[config.mk]
export PLATFORM = sky130hd
export DESIGN_NAME = id_ex_ctrl_stage
export DESIGN_NICKNAME = d
export VERILOG_FILES = /design/src/rtl/riscv_pkg.sv /design/src/rtl/main_decoder.sv /design/src/rtl/id_ex_ctrl_stage.sv
export SDC_FILE = /design/constraint.sdc
export NUM_CORES = 1
export LEC_CHECK = 0
export CAP_MARGIN = 20
export CORE_UTILIZATION = 35
export DETAILED_ROUTE_END_ITERATION = 7
export PLACE_DENSITY = 0.78
export SLEW_MARGIN = 20
export SYNTH_ARGS = -nofsm -noshare
export SYNTH_HDL_FRONTEND = slang
export SYNTH_SLANG_ARGS = --single-unit
[constraint.sdc]
create_clock -name clk -period 2.5 [get_ports clk]
set_input_delay 0.25 -clock clk [delete_from_list [all_inputs] [get_ports clk]]
set_output_delay 0.25 -clock clk [all_outputs]
set_load 0.02 [all_outputs]
[src/rtl/riscv_pkg.sv]
// Shared RV32 decode definitions: opcodes, ALU-op encodings and the main-control bundle.
package riscv_pkg;

  localparam int unsigned INST_W   = 32;
  localparam int unsigned OPCODE_W = 7;

  localparam logic [OPCODE_W-1:0] OP_R      = 7'b0110011;
  localparam logic [OPCODE_W-1:0] OP_LOAD   = 7'b0000011;
  localparam logic [OPCODE_W-1:0] OP_STORE  = 7'b0100011;
  localparam logic [OPCODE_W-1:0] OP_BRANCH = 7'b1100011;

  // Encodings consumed by the EX-stage ALU-control decoder
  localparam logic [1:0] ALUOP_LW_SW = 2'b00;
  localparam logic [1:0] ALUOP_BEQ   = 2'b01;
  localparam logic [1:0] ALUOP_R     = 2'b10;

  typedef struct packed {
    logic [1:0] alu_op;
    logic       reg_write;
    logic       mem_read;
    logic       mem_write;
    logic       branch;
    logic       alu_src;
    logic       mem_to_reg;
  } ctrl_t;

  localparam ctrl_t CTRL_BUBBLE = '0;

endpackage

[src/rtl/main_decoder.sv]
// Combinational RV32 main decoder: opcode to control bundle, immediate and register fields.
module main_decoder
  import riscv_pkg::*;
#(
  parameter int unsigned XLEN   = 32,
  parameter int unsigned REG_AW = 5
) (
  input  logic [INST_W-1:0] i_inst,
  output ctrl_t             o_ctrl,
  output logic [XLEN-1:0]   o_imm,
  output logic              o_uses_rs2,
  output logic              o_legal,
  output logic [REG_AW-1:0] o_rs1,
  output logic [REG_AW-1:0] o_rs2,
  output logic [REG_AW-1:0] o_rd,
  output logic [2:0]        o_funct3,
  output logic              o_inst_30
);

  logic [OPCODE_W-1:0] w_opcode;
  logic [XLEN-1:0]     w_imm_i;
  logic [XLEN-1:0]     w_imm_s;
  logic [XLEN-1:0]     w_imm_b;

  assign w_opcode  = i_inst[6:0];
  assign o_rs1     = i_inst[19:15];
  assign o_rs2     = i_inst[24:20];
  assign o_rd      = i_inst[11:7];
  assign o_funct3  = i_inst[14:12];
  assign o_inst_30 = i_inst[30];

  assign w_imm_i = {{(XLEN-12){i_inst[31]}}, i_inst[31:20]};
  assign w_imm_s = {{(XLEN-12){i_inst[31]}}, i_inst[31:25], i_inst[11:7]};
  assign w_imm_b = {{(XLEN-13){i_inst[31]}}, i_inst[31], i_inst[7], i_inst[30:25],
                    i_inst[11:8], 1'b0};

  // Illegal opcodes fall through with an all-zero control bundle
  always_comb begin
    o_ctrl     = CTRL_BUBBLE;
    o_imm      = '0;
    o_uses_rs2 = 1'b0;
    o_legal    = 1'b0;
    case (w_opcode)
      OP_R: begin
        o_ctrl.alu_op    = ALUOP_R;
        o_ctrl.reg_write = 1'b1;
        o_uses_rs2       = 1'b1;
        o_legal          = 1'b1;
      end
      OP_LOAD: begin
        o_ctrl.alu_op     = ALUOP_LW_SW;
        o_ctrl.reg_write  = 1'b1;
        o_ctrl.mem_read   = 1'b1;
        o_ctrl.alu_src    = 1'b1;
        o_ctrl.mem_to_reg = 1'b1;
        o_imm             = w_imm_i;
        o_legal           = 1'b1;
      end
      OP_STORE: begin
        o_ctrl.alu_op    = ALUOP_LW_SW;
        o_ctrl.mem_write = 1'b1;
        o_ctrl.alu_src   = 1'b1;
        o_imm            = w_imm_s;
        o_uses_rs2       = 1'b1;
        o_legal          = 1'b1;
      end
      OP_BRANCH: begin
        o_ctrl.alu_op = ALUOP_BEQ;
        o_ctrl.branch = 1'b1;
        o_imm         = w_imm_b;
        o_uses_rs2    = 1'b1;
        o_legal       = 1'b1;
      end
      default: begin
        o_legal = 1'b0;
      end
    endcase
  end

endmodule

[src/rtl/id_ex_ctrl_stage.sv]
// ID-stage control generation, load-use hazard detection and the ID/EX pipeline register.
module id_ex_ctrl_stage
  import riscv_pkg::*;
#(
  parameter int unsigned XLEN   = 32,
  parameter int unsigned REG_AW = 5,
  parameter int unsigned CNT_W  = 16
) (
  input  logic              clk,
  input  logic              rst_n,
  input  logic              if_id_valid,
  input  logic [INST_W-1:0] if_id_inst,
  input  logic [XLEN-1:0]   if_id_pc,
  input  logic              ex_hold,
  input  logic              flush,
  output logic              if_id_stall,
  output logic              ex_valid,
  output logic [1:0]        ex_alu_op,
  output logic              ex_inst_30,
  output logic [2:0]        ex_inst_14_12,
  output logic              ex_reg_write,
  output logic              ex_mem_read,
  output logic              ex_mem_write,
  output logic              ex_branch,
  output logic              ex_alu_src,
  output logic              ex_mem_to_reg,
  output logic [REG_AW-1:0] ex_rs1,
  output logic [REG_AW-1:0] ex_rs2,
  output logic [REG_AW-1:0] ex_rd,
  output logic [XLEN-1:0]   ex_pc,
  output logic [XLEN-1:0]   ex_imm,
  output logic              id_illegal,
  output logic [CNT_W-1:0]  stall_cnt
);

  ctrl_t             w_ctrl;
  logic [XLEN-1:0]   w_imm;
  logic              w_uses_rs2;
  logic              w_legal;
  logic [REG_AW-1:0] w_rs1;
  logic [REG_AW-1:0] w_rs2;
  logic [REG_AW-1:0] w_rd;
  logic [2:0]        w_funct3;
  logic              w_inst_30;
  logic              w_issue;
  logic              w_rd_match;
  logic              w_load_use;

  ctrl_t             r_ctrl;
  logic              r_valid;
  logic              r_inst_30;
  logic [2:0]        r_funct3;
  logic [REG_AW-1:0] r_rs1;
  logic [REG_AW-1:0] r_rs2;
  logic [REG_AW-1:0] r_rd;
  logic [XLEN-1:0]   r_pc;
  logic [XLEN-1:0]   r_imm;
  logic              r_illegal;
  logic [CNT_W-1:0]  r_stall_cnt;

  main_decoder #(
    .XLEN   (XLEN),
    .REG_AW (REG_AW)
  ) u_main_decoder (
    .i_inst     (if_id_inst),
    .o_ctrl     (w_ctrl),
    .o_imm      (w_imm),
    .o_uses_rs2 (w_uses_rs2),
    .o_legal    (w_legal),
    .o_rs1      (w_rs1),
    .o_rs2      (w_rs2),
    .o_rd       (w_rd),
    .o_funct3   (w_funct3),
    .o_inst_30  (w_inst_30)
  );

  assign w_issue = if_id_valid & w_legal;

  // A load in EX whose destination feeds the instruction now in ID forces one bubble
  assign w_rd_match = (r_rd == w_rs1) | (w_uses_rs2 & (r_rd == w_rs2));
  assign w_load_use = r_valid & r_ctrl.mem_read & (r_rd != '0) & w_issue & w_rd_match;

  assign if_id_stall = ~flush & (ex_hold | w_load_use);

  always_ff @(posedge clk or negedge rst_n) begin
    if (!rst_n) begin
      r_ctrl      <= CTRL_BUBBLE;
      r_valid     <= 1'b0;
      r_inst_30   <= 1'b0;
      r_funct3    <= '0;
      r_rs1       <= '0;
      r_rs2       <= '0;
      r_rd        <= '0;
      r_pc        <= '0;
      r_imm       <= '0;
      r_illegal   <= 1'b0;
      r_stall_cnt <= '0;
    end else begin
      r_illegal <= 1'b0;
      if (flush) begin
        r_valid <= 1'b0;
        r_ctrl  <= CTRL_BUBBLE;
      end else if (!ex_hold) begin
        if (w_load_use) begin
          r_valid <= 1'b0;
          r_ctrl  <= CTRL_BUBBLE;
          if (r_stall_cnt != '1) begin
            r_stall_cnt <= r_stall_cnt + CNT_W'(1);
          end
        end else begin
          r_valid   <= w_issue;
          r_ctrl    <= w_issue ? w_ctrl : CTRL_BUBBLE;
          r_inst_30 <= w_inst_30;
          r_funct3  <= w_funct3;
          r_rs1     <= w_rs1;
          r_rs2     <= w_rs2;
          r_rd      <= w_rd;
          r_pc      <= if_id_pc;
          r_imm     <= w_imm;
          r_illegal <= if_id_valid & ~w_legal;
        end
      end
    end
  end

  assign ex_valid      = r_valid;
  assign ex_alu_op     = r_ctrl.alu_op;
  assign ex_reg_write  = r_ctrl.reg_write;
  assign ex_mem_read   = r_ctrl.mem_read;
  assign ex_mem_write  = r_ctrl.mem_write;
  assign ex_branch     = r_ctrl.branch;
  assign ex_alu_src    = r_ctrl.alu_src;
  assign ex_mem_to_reg = r_ctrl.mem_to_reg;
  assign ex_inst_30    = r_inst_30;
  assign ex_inst_14_12 = r_funct3;
  assign ex_rs1        = r_rs1;
  assign ex_rs2        = r_rs2;
  assign ex_rd         = r_rd;
  assign ex_pc         = r_pc;
  assign ex_imm        = r_imm;
  assign id_illegal    = r_illegal;
  assign stall_cnt     = r_stall_cnt;

endmodule

==> results of run 1 <==
-- worst reg2reg max path, cell delays in order, from the launching register on --
cell and delay (ns):
sky130_fd_sc_hd__dfrtp_1 0.41, sky130_fd_sc_hd__or3_1 0.39, sky130_fd_sc_hd__o311a_1 0.34, sky130_fd_sc_hd__o2111ai_4 0.11
sky130_fd_sc_hd__buf_6 0.23, sky130_fd_sc_hd__nand2_4 0.10, sky130_fd_sc_hd__buf_4 0.20, sky130_fd_sc_hd__buf_4 0.15
sky130_fd_sc_hd__o41ai_1 0.29
-- flip-flops by register name (all words and copies together) (netlist names), 3 cells and up --
register,flops
ex_inst_14_12,3
stall_cnt,16
ex_rs1,5
ex_rd,5
ex_pc,32
ex_imm,13
ex_rs2,5
-- final cells by class --
cell class	instances	area, um2
clock buffers	10	239
inverters	12	45.0
well taps	143	179
fillers	996	5030
repair buffers	208	2040
multi-input cells	189	1580
flip-flops and latches	88	2200
clock inverters	6	91.3
-- timing repair --
item / 4_1_cts / 5_1_grt
pin swaps: 0 / 1
hold buffers: 1 / 0
resized for setup: 2 / 4
setup endpoints to repair: 1 / 28
buffers inserted: 0 / 0
endpoints found under the hold margin: 48 / 0
-- power by group --
part / internal [mW] / switching [mW] / total, mW
sequential: 1.55 / 0.0702 / 1.62
clock: 0.907 / 0.576 / 1.48
combinational: 0.482 / 0.390 / 0.872
-- layout by cell type, fill, tap and decap left out, types with 9 or more instances in the layout --
cell                              netlist  layout
sky130_fd_sc_hd__buf_4                 23      26
sky130_fd_sc_hd__clkbuf_16              0       9
sky130_fd_sc_hd__clkdlybuf4s50_1        0     176
sky130_fd_sc_hd__dfrtp_1               88      87
sky130_fd_sc_hd__inv_1                 12      12
sky130_fd_sc_hd__mux2_2                53      53
sky130_fd_sc_hd__nand2_1               23      23
sky130_fd_sc_hd__nor2_1                11      11
sky130_fd_sc_hd__nor3_2                 9      10
sky130_fd_sc_hd__xor2_1                18      18
-- stage by stage --
stage          setup WS, ns  setup TNS, ns  hold slack (ns)
4_1_cts              0.0400              0            0.458
6_report              0.179              0            0.471
5_1_grt              0.0138              0            0.494
3_3_place_gp         -0.235         -13.57            0.312
3_5_place_dp         -0.240         -14.02            0.322
2_1_floorplan         0.389              0          -0.0456
-- layer usage --
layer	vias to the layer above	track usage [%]	routed length (um)
li1	1466	-	-
met1	1530	21.8	4350
met2	94	29.7	5180
met3	14	3.47	550
met4	0	6.95	177
met5	-	0	0
-- logic make-up after synthesis --
logic type      count (synthesis)  share of synthesized area, %
flops                          88                          53.9
simple gates                   78                          10.8
mux                            66                          17.9
buf+inv                        44                          7.47
xor+xnor                       26                          5.57
compound gates                 17                          3.71
fa+ha+maj                       2                         0.551
-- final timing paths --
| check | depth (start not counted) | endpoint | slack, ns | start |
|---|---|---|---|---|
| worst max-delay path | 8 | ex_branch$_DFFE_PN0P_ | 0.18 | ex_rd[1]$_DFFE_PN0P_ |
| worst min-delay path | 3 | ex_imm[5]$_DFFE_PN0P_ | 0.47 | if_id_inst[25] |
| worst max register to register | 8 | ex_branch$_DFFE_PN0P_ | 0.18 | ex_rd[1]$_DFFE_PN0P_ |
| worst min register to register | 2 | ex_reg_write$_DFFE_PN0P_ | 0.48 | ex_reg_write$_DFFE_PN0P_ |
| max in group asynchronous | 3 | stall_cnt[14]$_DFFE_PN0P_ | 1.33 | rst_n |
| min in group asynchronous | 2 | ex_pc[3]$_DFFE_PN0P_ | 0.49 | rst_n |
==> implementation parameters, run 1 <==
Parameter                              Value

CTS
  Clock tree root buffer cell    sky130_fd_sc_hd__clkbuf_16
  Sinks on the clock net    between 80 and 90
  Clock latency of the later-clocked register in the worst-skew pair    around 0.34 ns
  TritonCTS clock tree    yes
  Maximum level of the CTS H-tree    3
  CTS clk-pin slew, worst paths    about 0.060 ns
  Max clock buf depth    2
  Number of clock buffers inserted by TritonCTS    9

Logic synthesis
  Post-synthesis cell type with the largest combined area    sky130_fd_sc_hd__dfrtp_1
  Leading cell types by total area after synthesis    sky130_fd_sc_hd__dfrtp_1, sky130_fd_sc_hd__mux2_2, sky130_fd_sc_hd__buf_4
  Cell count after synthesis    321
  Most instantiated cells after synthesis    sky130_fd_sc_hd__dfrtp_1, sky130_fd_sc_hd__mux2_2, sky130_fd_sc_hd__buf_4, sky130_fd_sc_hd__nand2_1, sky130_fd_sc_hd__xor2_1
  Sequential cell area fraction in the yosys report    53.9%
  Cell with the most instances after synthesis    sky130_fd_sc_hd__dfrtp_1
  Yosys reg bits    88
  Post-Syn Nets    a little under 400
  Number of different library cells in the post-synthesis netlist    37
  Number of enable flip-flop cells after synthesis    0
  Share of synthesized registers carrying an async set or reset    100%
  Average cell area after synthesis    12.7 um2
  Dominant register cell in the synthesized netlist    sky130_fd_sc_hd__dfrtp_1
  Yosys warnings    0
  Total standard cell area after synthesis    0.00409 mm2
  Synth top area share    a little over half

Setup path
  Crit path cell chain    or3_1 -> o311a_1 -> o2111ai_4 -> buf_6 -> nand2_4 -> buf_4 -> buf_4 -> o41ai_1
  Slowest stage delay, CP    roughly 0.4 ns
  Count of buffer and inverter cells on the critical path    3
  Peak fanout along the critical path    16
  Top Family by Delay on Critical Path    compound AO/OA/AOI/OAI gates
  Crit path launch type    flop
  Worst setup path category    reg2reg
  Critical-path top delay cell    sky130_fd_sc_hd__dfrtp_1
  Data required time at the worst endpoint    2.73 ns
  Arrival time at the worst endpoint    about 2.6 ns
  CP most frequent cell    sky130_fd_sc_hd__buf_4
  Crit. End Element    flop

Placed design
  GP Congestion    0.799
  # port buffers    about 180
  Total instance count after detailed placement    between 600 and 700
  Dpl hpwl    7780 um
  Area after DPL    0.00604 mm2

Power and ir drop
  Worst vdd ir    0.280 mV
  PnR Total Power    slightly below 4 mW
  Static power due to leakage    between 2 and 3 nW
  Power Density    slightly above 600 mW/mm2

Detailed routing
  Routed via count    approximately 3100
  Remaining routing DRC violations    0
  Vias per std cell    around 4.7
  Count of routing violations after the opening detailed-route iteration    just under 100
  Number of search-and-repair iterations in the first detailed-routing pass    4
  Wire length after detailed routing    slightly above 10000 um
  Number of antenna-violating nets in the routed design    0
  Average wire length per cell after detail routing    between 15 and 20 um

Layout
  Final core occ    a little under three fifths
  Summed area of non-filler cells in the final layout    ~0.0064 mm2
  Fraction of final layout cells sized beyond drive strength 1    between 20% and 30%
  Final net count    approximately 580
  Final Instance Count excl. Fillers    between 600 and 700
  Diodes inserted    0
  P&R area growth vs syn    56.3%

GRT
  Total routing usage reported by global routing    ~17%
  Initial antenna violation count    0
  Vias in the first global route    approximately 3200
  Remaining global-route overflow    0
  Pin count of the biggest net entering global routing    50
  First-pass GRT wire length    between 15000 and 20000 um

Timing
  Final setup violation count    0
  F_max    between 400 and 500 MHz
  Total count of hold-check failures in the final report    0
  Skew final    around 0.0066 ns
  Fin. max-slew vios    0
  Worst slew margin    between 50% and 60%
  Worst Tran Pin Value    0.660 ns
  Final worst path period share    about 93%
  Minimum clock period after layout    roughly 2.3 ns
  RSZ-0062 raised after global routing    no

Die
  Standard cell core area    about 0.011 mm2
  Die Ht    between 100 and 150 um
  Floorplan row count    39
  Initial standard-cell utilization of the core    a little over a third
  I/O pins    179
  Die outline area    approximately 0.012 mm2
  X dimension of the die    approximately 110 um

Outcome
  Outcome    completed

Flow run
  Max-cap violations    0

Worst hold path
  Classification of the worst-slack hold path    in2reg
Note: power is estimated with default switching activity, not from simulation.
==> inputs of run 2 (changes only) <==
--- a/config.mk
+++ b/config.mk
@@ -5,7 +5,6 @@
 export SDC_FILE = /design/constraint.sdc
 export NUM_CORES = 1
 export LEC_CHECK = 0
-export CAP_MARGIN = 20
 export CORE_UTILIZATION = 35
 export DETAILED_ROUTE_END_ITERATION = 7
 export PLACE_DENSITY = 0.78
==> results of run 2 <==
Same layout as run 1: the final DEF is identical, and so are final timing and power.
==> inputs of run 3 (changes only) <==
--- a/config.mk
+++ b/config.mk
@@ -8,6 +8,7 @@
 export CORE_UTILIZATION = 35
 export DETAILED_ROUTE_END_ITERATION = 7
 export PLACE_DENSITY = 0.78
+export SKIP_CTS_REPAIR_TIMING = 1
 export SLEW_MARGIN = 20
 export SYNTH_ARGS = -nofsm -noshare
 export SYNTH_HDL_FRONTEND = slang
==> constraint.sdc (replaced) <==
create_clock -name clk -period 2.9 [get_ports clk]
set_input_delay 0.29 -clock clk [delete_from_list [all_inputs] [get_ports clk]]
set_output_delay 0.29 -clock clk [all_outputs]
set_load 0.02 [all_outputs]
==> run 3 against run 2 <==
- clock power is 17% lower
- critical endpoint is now ex_pc[25]$_DFFE_PN0P_
- sequential cell count stayed put
- worst hold slack worse by 0.52 ns
- the run now ends with negative hold slack left
- combinational power is 17% lower
- cell count is 2.3% lower
- total power is 15% lower
- sequential power is 13% lower
- clock-buffer cell count stayed put
- critical path depth is 1 higher
- sequential share of layout area is 0.67 points higher
- largest power group unchanged
- first-iteration DRC count is 5.1% lower
==> implementation parameters, run 3 (same netlist as run 1, synthesis figures left out) <==
Parameter                              Value

Outcome
  Outcome    finished, violations left
  Violated checks    negative hold slack

Timing
  Final Hold Slack    -0.0456 ns
  Fin. max-slew vios    0
  Worst slew margin    a little over two fifths
  Worst Tran Pin Value    0.855 ns
  Final setup violation count    0
  F_max    about 400 MHz
  Skew final    around 0.0063 ns
  Final worst path period share    between 80% and 90%
  Total count of hold-check failures in the final report    10
  Smallest setup slack after layout    roughly 0.46 ns
  Minimum clock period after layout    roughly 2.4 ns
  Post-route setup TNS    0 ns
  RSZ-0062 raised after global routing    no

Detailed routing
  Number of antenna-violating nets in the routed design    0
  Number of search-and-repair iterations in the first detailed-routing pass    4
  Average wire length per cell after detail routing    16.1 um
  Wire length after detailed routing    roughly 10000 um
  Routed via count    between 3000 and 4000
  Remaining routing DRC violations    0
  Vias per std cell    4.81
  Count of routing violations after the opening detailed-route iteration    93

Die
  Die outline area    between 0.01 and 0.015 mm2
  X dimension of the die    110 um
  Initial standard-cell utilization of the core    35.8%
  Floorplan row count    39
  I/O pins    roughly 180
  Die Ht    between 100 and 150 um
  Standard cell core area    between 0.01 and 0.015 mm2

GRT
  Global-route track usage on met3    about 4.4%
  GR peak layer    met2
  Pin count of the biggest net entering global routing    roughly 90
  First-pass GRT wire length    between 15000 and 20000 um
  Remaining global-route overflow    0
  Fraction of met2 tracks used by global routing    a little under a third
  Total routing usage reported by global routing    17.6%
  Initial antenna violation count    0
  Met1 GRT Util    between 20% and 30%
  Vias in the first global route    3130

Setup path
  Worst setup path category    in2reg
  Peak fanout along the critical path    21
  Crit path launch type    primary input
  Arrival time at the worst endpoint    roughly 2.7 ns
  Crit. End Element    flop
  Data required time at the worst endpoint    3.11 ns

Power and ir drop
  Sequential power share    a little over two fifths
  Power Density    537 mW/mm2
  Static power due to leakage    about 2.7 nW
  Relative contribution of combinational cells to total power    about 22%
  Internal power component    between 2 and 2.5 mW
  Switching power share of the total    about a quarter
  Proportion of power drawn by the clock network    around 37%
  PnR Total Power    ~3.4 mW
  Net load switching power    0.861 mW
  Worst vdd ir    roughly 0.32 mV

Placed design
  Dpl hpwl    approximately 7700 um
  Worst slack, placed    between 0.02 and 0.025 ns
  GP Congestion    0.765
  # port buffers    between 150 and 200

CTS
  Number of clock buffers inserted by TritonCTS    9
  TritonCTS clock tree    yes
  CTS clk-pin slew, worst paths    about 0.060 ns
  Sinks on the clock net    a little under 90
  Maximum level of the CTS H-tree    3
  Clock tree root buffer cell    sky130_fd_sc_hd__clkbuf_16
  Max clock buf depth    2
  Clock latency of the later-clocked register in the worst-skew pair    between 0.3 and 0.4 ns

Layout
  P&R area growth vs syn    53.2%
  Final net count    ~570
  Most frequent standard cell in the layout excluding fill and tap cells    sky130_fd_sc_hd__clkdlybuf4s50_1
  Number of flip-flops in the largest register    32
  Top library cells by usage in the layout, fill and taps aside    sky130_fd_sc_hd__clkdlybuf4s50_1, sky130_fd_sc_hd__dfrtp_1, sky130_fd_sc_hd__mux2_2
  Fraction of final layout cells sized beyond drive strength 1    between 20% and 30%
  Diodes inserted    0

Worst hold path
  Classification of the worst-slack hold path    in2async

Flow run
  Max-cap violations    0
## run 3: power groups by stage
stage	Clock [mW]	Combinational, mW	Sequential (mW)
floorplan	0	0.189	1.55
global placement	0	0.716	1.42
detailed placement	0	0.728	1.43
CTS	1.26	0.731	1.41
global route	1.30	0.772	1.42
finish	1.23	0.722	1.41
## run 3: critical path: stages
cell                              delay, ns
sky130_fd_sc_hd__clkdlybuf4s50_1       0.39
sky130_fd_sc_hd__and4bb_2              0.34
sky130_fd_sc_hd__nand2_2               0.10
sky130_fd_sc_hd__a2111oi_4             0.37
sky130_fd_sc_hd__o2111ai_4             0.16
sky130_fd_sc_hd__buf_4                 0.24
sky130_fd_sc_hd__nand2_4               0.20
sky130_fd_sc_hd__buf_12                0.20
sky130_fd_sc_hd__mux2_2                0.35
## run 3: per-layer routing
layer	routed length, um	vias up
li1	-	1434
met1	4070	1522
met2	5360	114
met3	679	15
met4	180	0
met5	0	-
## run 3: final timing paths
kind                                           start                        end  slack (ns)  depth (start not counted)
setup / recovery                       if_id_inst[2]      ex_pc[25]$_DFFE_PN0P_        0.46                          9
hold / removal                                 rst_n      ex_pc[31]$_DFFE_PN0P_       -0.05                          1
setup reg to reg                ex_rd[4]$_DFFE_PN0P_      ex_pc[25]$_DFFE_PN0P_        0.47                          9
hold reg to reg            stall_cnt[13]$_DFFE_PN0P_  stall_cnt[13]$_DFFE_PN0P_        0.49                          1
max in group asynchronous                      rst_n      ex_pc[21]$_DFFE_PN0P_        2.29                          1
min in group clk           stall_cnt[13]$_DFFE_PN0P_  stall_cnt[13]$_DFFE_PN0P_        0.49                          1
## run 3: per-stage QoR
step           util, %  hold WS (ns)  cells  instance area, um2
3_3_place_gp      52.0         0.468    627                5940
6_report          54.8       -0.0456    641                6260
3_5_place_dp      52.0         0.474    627                5940
4_1_cts           54.7         0.222    641                6240
5_1_grt           54.8        0.0516    641                6260
2_1_floorplan        -      -0.00559    321                4090
## run 3: area by class of cell
class	instances	area, um2
Clock buffer	10	239
Clock inverter	4	70.1
Fill cell	982	5160
Inverter	12	45.0
Multi-Input combinational cell	189	1590
Sequential cell	88	2200
Tap cell	143	179
Timing Repair Buffer	195	1940
